===== src/rtl/rom_read_arbiter.sv =====
// rom_read_arbiter
//   Two-port round-robin read arbiter and burst sequencer in front of a
//   combinational-read ROM. A requester hands over a start address and a
//   burst length (minus one); the block walks the ROM address, registers each
//   returned byte and streams it back to the owning requester with per-beat
//   backpressure.
//
// Ports
//   clk, reset            clock, synchronous active-high reset
//   req_valid/req_ready   per-requester request handshake (bit i = requester i)
//   req_addr0/1           burst start address
//   req_len0/1            burst length minus one
//   rsp_valid/rsp_ready   per-requester beat handshake
//   rsp_data, rsp_last    shared beat data and end-of-burst flag
//   rom_addr, rom_data    registered ROM address, combinational ROM data
//   busy                  high while a burst is being read
module rom_read_arbiter #(
  parameter int ADDR_W = 5,
  parameter int DATA_W = 8
) (
  input  logic              clk,
  input  logic              reset,
  input  logic [1:0]        req_valid,
  input  logic [ADDR_W-1:0] req_addr0,
  input  logic [ADDR_W-1:0] req_addr1,
  input  logic [ADDR_W-1:0] req_len0,
  input  logic [ADDR_W-1:0] req_len1,
  output logic [1:0]        req_ready,
  output logic [1:0]        rsp_valid,
  input  logic [1:0]        rsp_ready,
  output logic [DATA_W-1:0] rsp_data,
  output logic              rsp_last,
  output logic [ADDR_W-1:0] rom_addr,
  input  logic [DATA_W-1:0] rom_data,
  output logic              busy
);

  localparam logic [0:0] ST_IDLE = 1'b0;
  localparam logic [0:0] ST_READ = 1'b1;

  logic [0:0]        state;
  logic              owner;
  logic              last_owner;
  logic [ADDR_W-1:0] remaining;
  logic              out_valid;
  logic              out_last;
  logic              out_owner;
  logic [DATA_W-1:0] out_data;

  logic [1:0] grant;
  logic       idle;
  logic       accept;
  logic       acc_id;
  logic       advance;
  logic       drain;

  assign idle = (state == ST_IDLE);
  assign busy = (state == ST_READ);

  // Round robin: on a tie the requester that did not own the previous burst wins.
  always_comb begin
    grant = 2'b00;
    unique case (req_valid)
      2'b01:   grant = 2'b01;
      2'b10:   grant = 2'b10;
      2'b11:   grant = last_owner ? 2'b01 : 2'b10;
      default: grant = 2'b00;
    endcase
  end

  assign req_ready = idle ? grant : 2'b00;
  assign accept    = |req_ready;
  assign acc_id    = req_ready[1];

  // The output stage is refilled whenever it is empty or its beat is being taken.
  assign advance = busy & (~out_valid | rsp_ready[out_owner]);
  assign drain   = out_valid & rsp_ready[out_owner];

  always_ff @(posedge clk) begin
    if (reset) begin
      state      <= ST_IDLE;
      owner      <= 1'b0;
      last_owner <= 1'b1;
      rom_addr   <= '0;
      remaining  <= '0;
      out_valid  <= 1'b0;
      out_data   <= '0;
      out_last   <= 1'b0;
      out_owner  <= 1'b0;
    end else begin
      // Accept only happens in IDLE and advance only in READ, so they never collide.
      if (accept) begin
        state     <= ST_READ;
        owner     <= acc_id;
        rom_addr  <= acc_id ? req_addr1 : req_addr0;
        remaining <= acc_id ? req_len1 : req_len0;
      end
      if (advance) begin
        out_data  <= rom_data;
        out_valid <= 1'b1;
        out_owner <= owner;
        out_last  <= (remaining == '0);
        rom_addr  <= rom_addr + ADDR_W'(1);
        remaining <= remaining - ADDR_W'(1);
        if (remaining == '0) begin
          state      <= ST_IDLE;
          last_owner <= owner;
        end
      end else if (drain) begin
        // Final beat leaving while IDLE (or nothing left to refill with).
        out_valid <= 1'b0;
      end
    end
  end

  for (genvar i = 0; i < 2; i++) begin : g_rsp
    assign rsp_valid[i] = out_valid & (out_owner == 1'(i));
  end

  assign rsp_data = out_data;
  assign rsp_last = out_last;

endmodule


===== config.mk =====
export PLATFORM = sky130hd
export DESIGN_NAME = rom_read_arbiter
export DESIGN_NICKNAME = d
export VERILOG_FILES = /design/src/rtl/rom_read_arbiter.sv
export SDC_FILE = /design/constraint.sdc
export NUM_CORES = 1
export LEC_CHECK = 0
export ABC_AREA = 1
export CORE_MARGIN = 2
export CORE_UTILIZATION = 42
export DETAILED_ROUTE_END_ITERATION = 10
export GPL_ROUTABILITY_DRIVEN = 0
export PLACE_DENSITY = 0.79
export RECOVER_POWER = 50
export SLEW_MARGIN = 20
export SYNTH_ARGS = -nofsm -noshare
export SYNTH_HDL_FRONTEND = slang
export SYNTH_SLANG_ARGS = --single-unit

===== constraint.sdc =====
create_clock -name clk -period 1.9 [get_ports clk]
set_clock_uncertainty 0.15 [all_clocks]
set_input_delay 0.38 -clock clk [delete_from_list [all_inputs] [get_ports clk]]
set_output_delay 0.38 -clock clk [all_outputs]
set_load 0.01 [all_outputs]

After elaboration in Yosys (flattened, before gate mapping)
Cells that the tools add are included.
{"block": "op_classes", "n_mux": 16, "multipliers": 0, "n_shift": 0, "eq_ne": 3, "bitwise_logic": 7, "n_reduce_logical": 5, "div": 0, "n_lt_le_gt_ge": 1, "addsub": 2}
{"op": "two-way mux 5 bit", "count": 6}
{"op": "two-way mux 1 bit", "count": 7}
{"op": "one-hot mux 2 bit (3 select lines)", "count": 1}
{"op": "adder 5 x 1 -> 5 bit, second input constant", "count": 1}
{"op": "zero test 5 bit", "count": 1}
{"op": "subtractor 5 x 1 -> 5 bit, second input constant", "count": 1}
{"op": "bitwise AND 1 bit", "count": 4}
{"op": "== test 2 bit, second input constant", "count": 2}
{"op": "two-way mux 2 bit", "count": 2}
{"op": "nonzero test 2 bit", "count": 2}
{"op": "== test 2 x 1 -> 1 bit, second input constant", "count": 1}
{"op": "< comparator 1 x 2 -> 1 bit, second input constant", "count": 1}
{"op": "inverter 1 bit", "count": 2}
{"op": "AND reduction 2 bit", "count": 1}
{"op": "OR reduction 2 bit", "count": 1}
{"op": "OR 1 bit", "count": 1}
{"block": "totals", "word_cells": 43, "register_bits": 24, "output_inout_bits": 19, "mem_bits_ro": 0, "inputBits": 34, "mem_bits_rw": 0, "n_memories": 0, "latchBits": 0}

Depth between registers and ports, before layout
{"block": "depth", "ltp_word": 7, "ltp_mapped": 9, "mapped_depth_nobuf": 9}

Least setup slack after synthesis
No wires, ideal clock.
{"block": "synth_timing", "path_type": "reg-to-reg", "start": "register state (netlist: busy)", "end": "register rom_addr[1]", "path_buffers": 0, "arrival_ps": 1096, "slack_ps": 545, "stages_incl_launch_ff": 8, "synth_period_minus_slack_ps": 1355, "cell_sequence": "dfxtp_1 inv_2 o21ai_2 nand2_4 o21ai_1 inv_1 nand2_1 inv_1"}
{"block": "synth_via", "elab_chain_len": 4}
{"item": "start: declaration", "line_no": "41", "source": "logic [0:0] state;"}
{"item": "start signal: assignment", "line_no": "81", "source": "state <= ST_IDLE;"}
{"item": "start signal: assignment", "line_no": "93", "source": "state <= ST_READ;"}
{"item": "start signal: assignment", "line_no": "106", "source": "state <= ST_IDLE;"}
{"item": "two-way mux 2 bit", "line_no": "71", "source": "assign req_ready = idle ? grant : 2'b00;"}
{"item": "two-way mux 5 bit", "line_no": "95", "source": "rom_addr <= acc_id ? req_addr1 : req_addr0;"}
{"item": "two-way mux 5 bit", "line_no": "92", "source": "if (accept) begin"}
{"item": "two-way mux 5 bit", "line_no": "98", "source": "if (advance) begin"}
{"item": "end signal: assignment", "line_no": "95"}
{"item": "end signal: assignment", "line_no": "103", "source": "rom_addr <= rom_addr + ADDR_W'(1);"}
{"item": "end: declaration", "line_no": "33", "source": "output logic [ADDR_W-1:0] rom_addr,"}
Parallel ways exist; a longest one is shown, timed or not. The select of a mux whose other input is x is not followed.
A chain may end at the register's enable or synchronous reset.

Worst setup path after layout
{"block": "layout_timing", "start": "register rom_addr[3]", "end": "output port rom_addr[3]"}
No word-level cell between the ends.

==> results.tsv <==
stage	metric	value	unit
timing	tightest_slew	0.308	ns
timing	final-setup-viol-count	0	
final_layout	nets	290	
power	power_frac_clock	0.221	
route	dr.first_iter.drc_count	34	
route	vias	1367	
clocking	clock_latency	0.32	ns
logic_synthesis	async_flop_share	0	
power	power_density	858	nW/um^2
worst_setup_path	crit_type	flop to output pin	
route	finalWirelength	3170	um
timing	relSlewSlack	0.795	
global_routing	grt_overflow	0	
hold_path	hold_class	flop to flop	
timing	rsz0062_at_grt	no	
logic_synthesis	yosysUniqueCellTypes	25	
logic_synthesis	ys_seq_area_frac	0.377	
clocking	cts-root-buf	clkbuf_4	
logic_synthesis	avgSynthCellArea	6.82	sq um
timing	slew_viol_final	0	
worst_setup_path	path_buf_inv	1	
route	route.detailed.drc	0	
final_layout	post-route-util	0.692	
global_routing	grt_antenna_before_repair	0	
clocking	cts_sinks	24	
route	wl_per_cell	11.2	um
worst_setup_path	crit_path_end_kind	output pin	
floorplan	die_h	59.1	um
floorplan	die_x	59.1	um
worst_setup_path	slowest_delay	0.57	ns
timing	hold_violations	0	
logic_synthesis	synth_edf_count	0	
final_layout	layout_common_cells	clkdlybuf4s50_1, nand2_1, nor2_1	
global_routing	grt_start_max_net_pins	21	
worst_setup_path	cp.arrival	1.32	ns
worst_setup_path	critical_path_required	1.37	ns
floorplan	start_util	0.451	
timing	finalSetupTns	0	ns
timing	max_freq	541	MHz
power	power	1680	uW
logic_synthesis	syn_inst	187	
floorplan	io_pins	53	
power	p_sw_frac	0.322	
floorplan	core	2830	sq um
logic_synthesis	yosysWarnings	0	
power	p_seq_frac	0.389	
placed_design	dp_hpwl	2350	um
final_layout	area.growth.synth_to_final	53.5	%
power	irDropWorstVdd	0.000603	V
clocking	cts_buffer_depth	2	
status	status	finished, final reports clean	
final_layout	final_common_cell	clkdlybuf4s50_1	
worst_setup_path	crit_chain	clkdlybuf4s50_1	
worst_setup_path	crit_fanout	4	
clocking	path_clk_slew	0.13	ns
logic_synthesis	synth_nets	223	
flow_run	drv_cap	0	
route	firstDrtPassIters	4	
worst_setup_path	start_kind	flop	
final_layout	stdcell_area	1960	sq um
route	vias_per_cell	4.81	
worst_setup_path	cp_top_family	buffers and inverters	
logic_synthesis	synth.cell_area	1270	sq um
clocking	cts_hold_repair.buffers	0	
placed_design	io_buffers	52	
global_routing	gr-usage-all-layers	0.195	
final_layout	drive_gt1_frac	0.123	
clocking	cts_max_level	1	
logic_synthesis	synth-main-ff-cell	dfxtp_1	
placed_design	placed_cell_area	1910	sq um
logic_synthesis	synth_seq_cells	24	
timing	worst_hold_slack	0.317	ns
worst_setup_path	worst_path_max_delay_cell	clkdlybuf4s50_1	
clocking	cts_tree	yes	
clocking	cts_buffers	3	
power	switchingPower	541	uW
power	share_comb_of_total_power	0.390	
floorplan	dieArea	3490	sq um
route	antenna_left	0	
global_routing	grt_pass1_vias	1268	
final_layout	insertedDiodeCount	0	
timing	period_share	0.972	
floorplan	std_cell_rows	19	
global_routing	grt_pass1_wl	5330	um
power	p_int	1140	uW
power	p_leak	0.000898	uW
timing	period_minus_slack	1.85	ns
stage by stage:
stage	instances	setup slack, ns
finish	284	0.0524
global route	284	0.00252
CTS	283	0.00766
detailed placement	278	-0.351
global placement	278	-0.334
floorplan	187	0.545
state kept, by name, summed over array words and instances (netlist names):
register and cells:
rsp_data 8, remaining 5, rom_addr 5, busy 1
last_owner 1, out_owner 1, out_valid 1, owner 1
rsp_last 1
cells in the mapped netlist, types with 2 or more instances:
| cell type | count | share of area |
|---|---|---|
| o211ai_1 | 2 | 0.012 |
| nand2_1 | 43 | 0.13 |
| inv_2 | 3 | 0.0088 |
| dfxtp_1 | 24 | 0.38 |
| o21ai_1 | 6 | 0.024 |
| buf_4 | 2 | 0.012 |
| nor2_1 | 26 | 0.077 |
| buf_6 | 2 | 0.018 |
| xnor2_1 | 2 | 0.014 |
| clkbuf_1 | 2 | 0.0059 |
| nand4_1 | 3 | 0.015 |
| a21oi_1 | 10 | 0.039 |
| o21ai_0 | 13 | 0.051 |
| nand2_4 | 2 | 0.018 |
| inv_1 | 20 | 0.059 |
| ha_1 | 2 | 0.020 |
| nand3_1 | 17 | 0.067 |
power by group through the flow:
stage                     Sequential [uW]  Clock [uW]  Combinational [uW]
after floorplan                       678           0                 349
after global placement                658           0                 660
after detailed placement              661           0                 666
after CTS                             652         382                 671
after global routing                  663         396                 737
final                                 653         371                 654
logic make-up (layout without fill, tap and decap cells):
group / after synthesis / in the layout / share of synthesized area
compound gates: 33 / 33 / 0.138
simple gates: 95 / 95 / 0.337
xor+xnor: 3 / 3 / 0.0206
buf+inv: 30 / 96 / 0.108
flops: 24 / 24 / 0.377
fa+ha+maj: 2 / 2 / 0.0196
final cells by class:
class / instances / area, sq um
fillers: 254 / 872
multi-input cells: 133 / 647
repair buffers: 68 / 641
flip-flops and latches: 24 / 488
inverters: 24 / 90.1
well taps: 31 / 38.8
clock inverters: 1 / 30.0
clock buffers: 3 / 22.5
routing by layer:
metal  GRT usage  up-vias  routed length (um)
met5           0        -                   0
met4      0.0390        0                  12
met3      0.0459        2                 195
met2       0.346       41                1450
met1       0.241      591                1510
li1            -      733                   -
what timing repair did:
action	CTS	global route
setup buffers	1	1
resized for setup	9	4
endpoints found under the setup margin	4	4
pin swaps	1	0
final timing paths:
kind,cells after the start,start,slack [ns],endpoint
hold reg to reg,2,owner$_SDFFE_PP0P_,0.32,owner$_SDFFE_PP0P_
hold / removal,2,owner$_SDFFE_PP0P_,0.32,owner$_SDFFE_PP0P_
setup reg to reg,8,busy$_SDFF_PP0_,0.20,rom_addr[1]$_SDFFE_PP0P_
setup / recovery,1,rom_addr[3]$_SDFFE_PP0P_,0.05,rom_addr[3]
No activity file was read; power rests on OpenSTA's default activity.
